<file path="src/rtl/smi_arbiter_if.sv">
// rtl/smi_arbiter_if.sv - requester command/response and SMI engine signal bundle
interface smi_arbiter_if;
  logic [1:0]  cmd_valid;
  logic [1:0]  cmd_ready;
  logic [1:0]  cmd_we;
  logic [9:0]  cmd_phy;
  logic [9:0]  cmd_reg;
  logic [31:0] cmd_wdata;
  logic [1:0]  rsp_valid;
  logic [15:0] rsp_data;
  logic        rsp_err;
  logic        busy;
  logic [4:0]  smi_phy_addr;
  logic [4:0]  smi_reg_addr;
  logic [15:0] smi_write_data;
  logic        smi_write_req;
  logic        smi_read_req;
  logic [15:0] smi_read_data;
  logic        smi_data_valid;
  logic        smi_done;

  modport slave (
    input  cmd_valid, cmd_we, cmd_phy, cmd_reg, cmd_wdata,
    input  smi_read_data, smi_data_valid, smi_done,
    output cmd_ready, rsp_valid, rsp_data, rsp_err, busy,
    output smi_phy_addr, smi_reg_addr, smi_write_data, smi_write_req, smi_read_req
  );

  modport master (
    output cmd_valid, cmd_we, cmd_phy, cmd_reg, cmd_wdata,
    output smi_read_data, smi_data_valid, smi_done,
    input  cmd_ready, rsp_valid, rsp_data, rsp_err, busy,
    input  smi_phy_addr, smi_reg_addr, smi_write_data, smi_write_req, smi_read_req
  );
endinterface

</file>
<file path="src/rtl/smi_arbiter.sv">
// rtl/smi_arbiter.sv - two-requester round-robin arbiter in front of one SMI engine
module smi_arbiter #(
  parameter logic [31:0] TIMEOUT = 32'd1_000_000
) (
  input logic          clk,
  input logic          rst_n,
  smi_arbiter_if.slave bus
);

  localparam logic [1:0] ST_IDLE  = 2'd0;
  localparam logic [1:0] ST_ISSUE = 2'd1;
  localparam logic [1:0] ST_WAIT  = 2'd2;
  localparam logic [1:0] ST_RESP  = 2'd3;

  logic [1:0]  state_q, state_d;
  logic        we_q, we_d;
  logic        owner_q, owner_d;
  logic        last_owner_q, last_owner_d;
  logic [4:0]  phy_q, phy_d;
  logic [4:0]  reg_q, reg_d;
  logic [15:0] wdata_q, wdata_d;
  logic [15:0] data_q, data_d;
  logic        err_q, err_d;
  logic [31:0] timer_q, timer_d;

  logic grant_any;
  logic grant_idx;

  // Contested requests go to whoever did not own the previous transaction.
  always_comb begin
    grant_any = |bus.cmd_valid;
    if (bus.cmd_valid == 2'b11) grant_idx = ~last_owner_q;
    else                        grant_idx = bus.cmd_valid[1];
  end

  always_comb begin
    state_d      = state_q;
    we_d         = we_q;
    owner_d      = owner_q;
    last_owner_d = last_owner_q;
    phy_d        = phy_q;
    reg_d        = reg_q;
    wdata_d      = wdata_q;
    data_d       = data_q;
    err_d        = err_q;
    timer_d      = timer_q;
    case (state_q)
      ST_IDLE: begin
        if (grant_any) begin
          owner_d = grant_idx;
          we_d    = grant_idx ? bus.cmd_we[1] : bus.cmd_we[0];
          phy_d   = grant_idx ? bus.cmd_phy[9:5] : bus.cmd_phy[4:0];
          reg_d   = grant_idx ? bus.cmd_reg[9:5] : bus.cmd_reg[4:0];
          wdata_d = grant_idx ? bus.cmd_wdata[31:16] : bus.cmd_wdata[15:0];
          state_d = ST_ISSUE;
        end
      end
      ST_ISSUE: begin
        timer_d = '0;
        data_d  = '0;
        err_d   = 1'b0;
        state_d = ST_WAIT;
      end
      ST_WAIT: begin
        if (!we_q && bus.smi_data_valid) data_d = bus.smi_read_data;
        // A done arriving on the timeout cycle still counts as success.
        if (bus.smi_done) begin
          state_d = ST_RESP;
        end else if (timer_q == TIMEOUT) begin
          state_d = ST_RESP;
          err_d   = 1'b1;
          data_d  = '0;
        end else begin
          timer_d = timer_q + 32'd1;
        end
      end
      ST_RESP: begin
        last_owner_d = owner_q;
        state_d      = ST_IDLE;
      end
      default: state_d = ST_IDLE;
    endcase
  end

  always_ff @(posedge clk or negedge rst_n) begin
    if (!rst_n) begin
      state_q      <= ST_IDLE;
      we_q         <= 1'b0;
      owner_q      <= 1'b0;
      last_owner_q <= 1'b1;
      phy_q        <= '0;
      reg_q        <= '0;
      wdata_q      <= '0;
      data_q       <= '0;
      err_q        <= 1'b0;
      timer_q      <= '0;
    end else begin
      state_q      <= state_d;
      we_q         <= we_d;
      owner_q      <= owner_d;
      last_owner_q <= last_owner_d;
      phy_q        <= phy_d;
      reg_q        <= reg_d;
      wdata_q      <= wdata_d;
      data_q       <= data_d;
      err_q        <= err_d;
      timer_q      <= timer_d;
    end
  end

  // Gated by rst_n so the grant is withheld while reset is still asserted.
  assign bus.cmd_ready      = (rst_n && state_q == ST_IDLE && grant_any) ? {grant_idx, ~grant_idx} : 2'b00;
  assign bus.rsp_valid      = (state_q == ST_RESP) ? {owner_q, ~owner_q} : 2'b00;
  assign bus.rsp_data       = (state_q == ST_RESP) ? data_q : 16'd0;
  assign bus.rsp_err        = (state_q == ST_RESP) && err_q;
  assign bus.busy           = (state_q != ST_IDLE);
  assign bus.smi_phy_addr   = phy_q;
  assign bus.smi_reg_addr   = reg_q;
  assign bus.smi_write_data = wdata_q;
  assign bus.smi_write_req  = (state_q == ST_ISSUE) && we_q;
  assign bus.smi_read_req   = (state_q == ST_ISSUE) && !we_q;

endmodule
</file>
<file path="src/flat_wrapper.sv">
// flat-port wrapper written by rule: the top's interface ports become plain ports
module smi_arbiter_flat 
#(
  parameter logic [31:0] TIMEOUT = 32'd1_000_000
)
  (clk, rst_n, bus_cmd_valid, bus_cmd_we, bus_cmd_phy, bus_cmd_reg, bus_cmd_wdata, bus_smi_read_data, bus_smi_data_valid, bus_smi_done, bus_cmd_ready, bus_rsp_valid, bus_rsp_data, bus_rsp_err, bus_busy, bus_smi_phy_addr, bus_smi_reg_addr, bus_smi_write_data, bus_smi_write_req, bus_smi_read_req);
  smi_arbiter_if bus_i ();
  input logic clk;
  input logic rst_n;
  input wire logic [$bits(bus_i.cmd_valid)-1:0] bus_cmd_valid;
  input wire logic [$bits(bus_i.cmd_we)-1:0] bus_cmd_we;
  input wire logic [$bits(bus_i.cmd_phy)-1:0] bus_cmd_phy;
  input wire logic [$bits(bus_i.cmd_reg)-1:0] bus_cmd_reg;
  input wire logic [$bits(bus_i.cmd_wdata)-1:0] bus_cmd_wdata;
  input wire logic [$bits(bus_i.smi_read_data)-1:0] bus_smi_read_data;
  input wire logic [$bits(bus_i.smi_data_valid)-1:0] bus_smi_data_valid;
  input wire logic [$bits(bus_i.smi_done)-1:0] bus_smi_done;
  output wire logic [$bits(bus_i.cmd_ready)-1:0] bus_cmd_ready;
  output wire logic [$bits(bus_i.rsp_valid)-1:0] bus_rsp_valid;
  output wire logic [$bits(bus_i.rsp_data)-1:0] bus_rsp_data;
  output wire logic [$bits(bus_i.rsp_err)-1:0] bus_rsp_err;
  output wire logic [$bits(bus_i.busy)-1:0] bus_busy;
  output wire logic [$bits(bus_i.smi_phy_addr)-1:0] bus_smi_phy_addr;
  output wire logic [$bits(bus_i.smi_reg_addr)-1:0] bus_smi_reg_addr;
  output wire logic [$bits(bus_i.smi_write_data)-1:0] bus_smi_write_data;
  output wire logic [$bits(bus_i.smi_write_req)-1:0] bus_smi_write_req;
  output wire logic [$bits(bus_i.smi_read_req)-1:0] bus_smi_read_req;
  assign bus_i.cmd_valid = bus_cmd_valid;
  assign bus_i.cmd_we = bus_cmd_we;
  assign bus_i.cmd_phy = bus_cmd_phy;
  assign bus_i.cmd_reg = bus_cmd_reg;
  assign bus_i.cmd_wdata = bus_cmd_wdata;
  assign bus_i.smi_read_data = bus_smi_read_data;
  assign bus_i.smi_data_valid = bus_smi_data_valid;
  assign bus_i.smi_done = bus_smi_done;
  assign bus_cmd_ready = bus_i.cmd_ready;
  assign bus_rsp_valid = bus_i.rsp_valid;
  assign bus_rsp_data = bus_i.rsp_data;
  assign bus_rsp_err = bus_i.rsp_err;
  assign bus_busy = bus_i.busy;
  assign bus_smi_phy_addr = bus_i.smi_phy_addr;
  assign bus_smi_reg_addr = bus_i.smi_reg_addr;
  assign bus_smi_write_data = bus_i.smi_write_data;
  assign bus_smi_write_req = bus_i.smi_write_req;
  assign bus_smi_read_req = bus_i.smi_read_req;
  smi_arbiter #(.TIMEOUT(TIMEOUT)) u_core (.clk(clk), .rst_n(rst_n), .bus(bus_i));
endmodule
</file>
<file path="config.mk">
export PLATFORM = sky130hd
export DESIGN_NAME = smi_arbiter_flat
export DESIGN_NICKNAME = d
export VERILOG_FILES = /design/src/rtl/smi_arbiter_if.sv /design/src/rtl/smi_arbiter.sv /design/src/flat_wrapper.sv
export SDC_FILE = /design/constraint.sdc
export NUM_CORES = 1
export LEC_CHECK = 0
export BUFFER_PORTS_ARGS = -buffer_cell sky130_fd_sc_hd__buf_2
export CAP_MARGIN = 20
export CORE_ASPECT_RATIO = 2
export CORE_MARGIN = 5
export CORE_UTILIZATION = 52
export CTS_CLUSTER_SIZE = 12
export DETAILED_ROUTE_END_ITERATION = 8
export HOLD_SLACK_MARGIN = 0.1
export PLACE_DENSITY = 0.81
export SLEW_MARGIN = 20
export SYNTH_ARGS = -nofsm -noshare
export SYNTH_HDL_FRONTEND = slang
export SYNTH_SLANG_ARGS = --single-unit
export TNS_END_PERCENT = 30
</file>
<file path="constraint.sdc">
create_clock -name clk -period 2.87 [get_ports clk]
set_clock_uncertainty 0.1 [all_clocks]
set_input_delay 0.287 -clock clk [delete_from_list [all_inputs] [get_ports clk]]
set_output_delay 0.287 -clock clk [all_outputs]
set_load 0.05 [all_outputs]
</file>
; ---- After elaboration in Yosys (flattened, before gate mapping)
; Index checks and enable logic that the tools add are counted.
[word_totals]
latchBits = 0
register_bits = 80
input_bits = 76
ramBits = 0
memories = 0
rom_bits = 0
wordCells = 61
[op_classes]
mul = 0
addsub = 1
shifts = 0
order_cmp = 0
n_mux = 22
eq_ne = 10
n_reduce_logical = 15
div_mod_pow = 0
n_bitwise = 3
[op_table]
columns = operator, count
row1 = 16-bit 2-to-1 mux, 5
row2 = 32-bit 2-to-1 mux, 2
row3 = 32-bit one-hot mux with 2 select lines, 1
row4 = 32-bit by 1-bit adder with 32-bit output (second input constant), 1
row5 = 32-bit by 20-bit == test with 1-bit output (second input constant), 1
row6 = 16-bit one-hot mux with 2 select lines, 1
row7 = 2-bit 2-to-1 mux, 5
row8 = 5-bit 2-to-1 mux, 2
row9 = 2-bit one-hot mux with 4 select lines, 1
row10 = 2-bit == test (second input constant), 3
row11 = 1-bit logical AND, 6
row12 = 3-bit AND reduction, 2
row13 = 1-bit 2-to-1 mux, 4
row14 = 2-bit by 1-bit != test with 1-bit output (second input constant), 2
row15 = 2-bit != test (second input constant), 2
row16 = 2-bit AND reduction, 2
row17 = 2-bit nonzero test, 2
row18 = 3-bit by 2-bit != test with 1-bit output (second input constant), 1
row19 = 1-bit inverter, 3
row20 = 2-bit by 1-bit == test with 1-bit output (second input constant), 1
row21 = 2-bit logical NOT, 1
row22 = 1-bit one-hot mux with 2 select lines, 1
row23 = 2-bit OR reduction, 1
row24 = 1-bit logical NOT, 1

; ---- Logic depth before layout (Yosys ltp)
[depth]
depth_word = 6
mapped_depth = 9
mapped_depth_nobuf = 7

; ---- Worst setup path after synthesis
; Ideal clock, no wire load.
[synth_timing]
kind = register -> output
startpoint = reg u_core.state_q[0]
endpoint = out bus_cmd_ready[0]
arrival_ns = 2.340
setup_slack_ns = 0.143
stages_incl_launch_ff = 7
path_buffers = 2
path_cell_list = dfrtp_1 -> inv_1 -> ha_1 -> o21ai_0 -> clkbuf_1 -> clkbuf_1 -> nor3b_1
[synth_between]
elab_chain_cells = 4
[synth_lines]
columns = item, line_no
row1 = start: declaration, smi_arbiter.sv:15  ; logic [1:0] state_q, state_d;
row2 = start signal: assignment, smi_arbiter.sv:98  ; state_q <= state_d;
row3 = 2-bit logical NOT, smi_arbiter.sv:112  ; assign bus.cmd_ready = (rst_n && state_q == ST_IDLE && grant_any) ? {grant_idx, ~grant_idx} : 2'b00;
row4 = 1-bit logical AND (2 in series), smi_arbiter.sv:112
row5 = 2-bit 2-to-1 mux, smi_arbiter.sv:112
row6 = end: declaration, flat_wrapper.sv:18  ; output wire logic [$bits(bus_i.cmd_ready)-1:0] bus_cmd_ready;
; No other way between the ends.

; ---- Worst setup path in the final report
[layout_timing]
startpoint = reg u_core.state_q[0]
endpoint = reg u_core.timer_q[30]
[layout_between]
elab_chain_cells = 3
word_cells_on_any_way = 7
[layout_lines]
columns = item, line_no
row1 = 2-bit == test / 2-bit by 1-bit == test with 1-bit output (equally long branches), smi_arbiter.sv:47  ; case (state_q)
row2 = 2-bit != test (no line) / 2-bit nonzero test (equally long branches), -
row3 = 3-bit AND reduction (no line), -
row4 = end signal: assignment, smi_arbiter.sv:107  ; timer_q <= timer_d;
row5 = end: declaration, smi_arbiter.sv:24  ; logic [31:0] timer_q, timer_d;
; Parallel ways exist; a longest one is shown, timed or not.
; A chain may end at the register's enable or synchronous reset.

==> flow_metrics.tcl <==
set metrics [dict create \
    postRouteWirelength_mm 10.5 \
    antenna_found_initial 0 \
    die-area_um2 9950 \
    timing.critical_path.from_type "register" \
    viasPerCell 5.62 \
    crit_fanout 8 \
    comb_power_share_pct 43.4 \
    setup_total_negative_slack_ns 0 \
    netSwitchingFraction_pct 43.5 \
    final_util_pct 65.8 \
    clkTransAtPathRegs_ns 0.06 \
    critical_path_arrival_ns 2.61 \
    antenna-diode-count 0 \
    worst_ir_drop_vdd_mv 0.756 \
    ys_types 53 \
    min_clock_period_post_route_ns 2.45 \
    timing_max_transition_violations_final 0 \
    clock-sinks 80 \
    postCtsSetupRepairBufs 0 \
    power.switching_mw 2.24 \
    placementRows 46 \
    post_synth.cell_area_avg_um2 10.1 \
    final-hold-violation-count 0 \
    synth-edff-count 0 \
    total_track_usage_pct 22.2 \
    grt_first_pass_wirelength_mm 17.2 \
    internal_power_summed_over_all_cells_mw 2.90 \
    design.core.area_um2 7890 \
    io_buffer_count 125 \
    dp_cells 614 \
    finalCritPeriodShare_pct 85.3 \
    detail_route.first_pass.iterations 4 \
    layout.filler_cells 604 \
    criticalPathCategory "register to register" \
    combined_area_of_the_multi_input_logic_cells_um2 2000 \
    maximum_single_stage_delay_on_the_critical_path_ns 0.40 \
    worst_hold_slack_ns 0.134 \
    synthCells 410 \
    grt_pass1_vias 3688 \
    endpoint_kind "register" \
    route.vias.total 3547 \
    clock_buffer_depth 2 \
    cts.root.buffer_cell "sky130_fd_sc_hd__clkbuf_16" \
    clk-insertion-delay-late_ns 0.34 \
    timing.critical_path.cells "inv_1, ha_1, nand2b_1, nor3_1, nand4_1, or3_1, a21oi_1" \
    fmax_mhz 408 \
    tritoncts "yes" \
    pwr-share-seq_pct 31.0 \
    routabilityCongestion 0.897 \
    power_frac_clock_pct 25.6 \
    cp_data_required_time_ns 3.03 \
    global_route.overflow_total 0 \
    static-leakage-power_nw 2.69 \
    timing.final.setup_violations 0 \
    sequential_cell_area_um2 2000 \
    instances_no_fill 631 \
    floorplan.io_pins 126 \
    synth_cell_area_um2 4140 \
    cts_resized 0 \
    drt.antenna.violating_nets 0 \
    die-height_um 136 \
    ys_seq_elements 80 \
    dieWidth_um 73.1 \
    sequential_cell_area_fraction_in_the_yosys_report_pct 48.4 \
    hpwl_mm 7.89 \
    ctsHtreeMaxLevel 3 \
    outcome "complete, no violations" \
    cts_buffers 9 \
    nNetsFinal 612 \
    drt-wirelength-per-cell_um 16.7 \
    drv_cap 0 \
    floorplan.initialDensity_pct 52.5 \
    holdCritPathClass "input port to register" \
    max_slew.worst_pin.slew_ns 0.650 \
    synthFlopType "sky130_fd_sc_hd__dfrtp_1" \
    cts_hold_repair.buffers 1 \
    flow.area_growth_from_synthesis_pct 25.3 \
    drc 0 \
    crit_slowest_cell "sky130_fd_sc_hd__dfrtp_1" \
    grt_start_max_net_pins 56 \
    synth_fp_nets 492 \
    synth_warnings 0 \
    drive_above_1_share_pct 31.0 \
    slew_headroom_pct 56.7 \
    unrepaired_setup_endpoints_after_global_routing "no" \
    initialDrtViolationCount 242 \
    async_reset_ff_share_pct 100 \
    cpLargestDelayFamily "simple AND/OR/NAND/NOR gates" \
    power_density_nw_per_um2 991 \
    worstPathBufferInverterCount 1 \
]
## metrics by stage
stage	worst slack [ns]	instance area, µm²	power (mW)
6_report	0.422	5190	5.14
5_1_grt	0.153	5190	5.42
4_1_cts	0.445	5190	5.18
3_5_place_dp	0.470	4830	3.84
3_3_place_gp	0.506	4830	3.77
2_1_floorplan	0.143	4140	3.26
## sequential cells by signal, summed over array words and instances, names as in the netlist
signal	count
u_core.owner_q	1
u_core.last_owner_q	1
u_core.bus.smi_write_data	16
u_core.bus.smi_reg_addr	5
u_core.timer_q	32
u_core.state_q	2
u_core.err_q	1
u_core.bus.smi_phy_addr	5
u_core.we_q	1
u_core.data_q	16
## path summary, 6_finish.rpt
check                                           start                            to  slack (ns)  cells after the start
max                                 u_core.state_q[0]            u_core.timer_q[30]        0.42                      7
min                                  bus_cmd_wdata[5]  u_core.bus.smi_write_data[5]        0.13                      3
max reg2reg                         u_core.state_q[0]            u_core.timer_q[30]        0.42                      7
min reg2reg                u_core.bus.smi_reg_addr[4]    u_core.bus.smi_reg_addr[4]        0.38                      2
max in group asynchronous                       rst_n  u_core.bus.smi_write_data[3]        1.37                      3
min in group asynchronous                       rst_n             u_core.state_q[1]        0.32                      2
## tightest hold or removal path: cells and delay by family
kind / cells / cell delay (ns)
AO/OA/AOI/OAI: 1 / 0.13
multiplexers: 1 / 0.05
buffers and inverters: 1 / 0.07
## power by group through the flow
stage	combinational [mW]	clock, mW	sequential, mW
global placement	2.17	0	1.60
floorplan	1.08	0	2.18
detailed placement	2.24	0	1.61
finish	2.23	1.32	1.59
CTS	2.25	1.34	1.59
global route	2.40	1.38	1.63
## cells in the final DEF (no fill, tap or decap), types with 2 or more instances in the layout
master | netlist | layout
sky130_fd_sc_hd__nand4_1 | 16 | 16
sky130_fd_sc_hd__nand2_1 | 38 | 38
sky130_fd_sc_hd__clkinv_4 | 0 | 2
sky130_fd_sc_hd__nand2_2 | 2 | 2
sky130_fd_sc_hd__mux2i_1 | 43 | 43
sky130_fd_sc_hd__nor4_1 | 5 | 5
sky130_fd_sc_hd__nor2_1 | 20 | 20
sky130_fd_sc_hd__nor4_2 | 2 | 2
sky130_fd_sc_hd__clkbuf_16 | 0 | 9
sky130_fd_sc_hd__inv_1 | 7 | 7
sky130_fd_sc_hd__mux2_2 | 2 | 2
sky130_fd_sc_hd__and2_1 | 22 | 22
sky130_fd_sc_hd__xor2_1 | 14 | 14
sky130_fd_sc_hd__a22o_1 | 2 | 2
sky130_fd_sc_hd__xnor2_1 | 2 | 2
sky130_fd_sc_hd__o21ai_0 | 37 | 36
sky130_fd_sc_hd__nand3_1 | 11 | 11
sky130_fd_sc_hd__or3_1 | 6 | 6
sky130_fd_sc_hd__dfrtp_1 | 79 | 79
sky130_fd_sc_hd__nor3_1 | 17 | 17
sky130_fd_sc_hd__o31ai_1 | 4 | 4
sky130_fd_sc_hd__buf_2 | 7 | 124
sky130_fd_sc_hd__and4_1 | 3 | 3
sky130_fd_sc_hd__buf_4 | 2 | 9
sky130_fd_sc_hd__or4_1 | 4 | 4
sky130_fd_sc_hd__a21oi_1 | 11 | 11
sky130_fd_sc_hd__bufinv_16 | 0 | 3
sky130_fd_sc_hd__nor2b_1 | 3 | 3
sky130_fd_sc_hd__and3_1 | 6 | 6
sky130_fd_sc_hd__nand2b_1 | 2 | 2
sky130_fd_sc_hd__ha_1 | 6 | 6
## metal layers
metal | up-vias | GRT usage [%] | wire length [µm] | part of all wire (%)
li1 | 1687 | - | - | -
met2 | 122 | 39.1 | 5910 | 56
met1 | 1707 | 24.8 | 3740 | 36
met5 | - | 0 | 0 | 0
met4 | 0 | 10.5 | 323 | 3.1
met3 | 31 | 4.66 | 547 | 5.2
## cells in the mapped netlist (7+ instances only)
| cell | number | area [µm²] |
|---|---|---|
| sky130_fd_sc_hd__nor2_1 | 20 | 75.1 |
| sky130_fd_sc_hd__inv_1 | 7 | 26.3 |
| sky130_fd_sc_hd__xor2_1 | 14 | 123 |
| sky130_fd_sc_hd__nor3_1 | 17 | 85.1 |
| sky130_fd_sc_hd__o21ai_0 | 37 | 185 |
| sky130_fd_sc_hd__dfrtp_1 | 79 | 1980 |
| sky130_fd_sc_hd__clkbuf_1 | 11 | 41.3 |
| sky130_fd_sc_hd__a21oi_1 | 11 | 55.1 |
| sky130_fd_sc_hd__and2_1 | 22 | 138 |
| sky130_fd_sc_hd__nand4_1 | 16 | 100 |
| sky130_fd_sc_hd__buf_2 | 7 | 35.0 |
| sky130_fd_sc_hd__nand2_1 | 38 | 143 |
| sky130_fd_sc_hd__nand3_1 | 11 | 55.1 |
| sky130_fd_sc_hd__mux2i_1 | 43 | 430 |
## final cells by class
cell class | count | area share (%)
sequential | 80 | 38.6
tap | 96 | 2.31
clock inverter | 6 | 2.24
clock buffer | 10 | 4.41
multi-input combinational | 298 | 38.5
inverter | 7 | 0.506
timing repair buffer | 134 | 13.5
## cell families (layout without fill, tap and decap cells)
group,after synthesis,after routing,synth area share (%)
XOR/XNOR,16,16,3.38
AO/OA/AOI/OAI,59,59,8.04
AND/OR/NAND/NOR,171,171,23.1
buffers and inverters,32,157,3.96
multiplexers,46,46,11.3
adder cells (fa/ha/maj),6,6,1.81
flip-flops,80,80,48.4
Power figures use the tool's default switching activity.
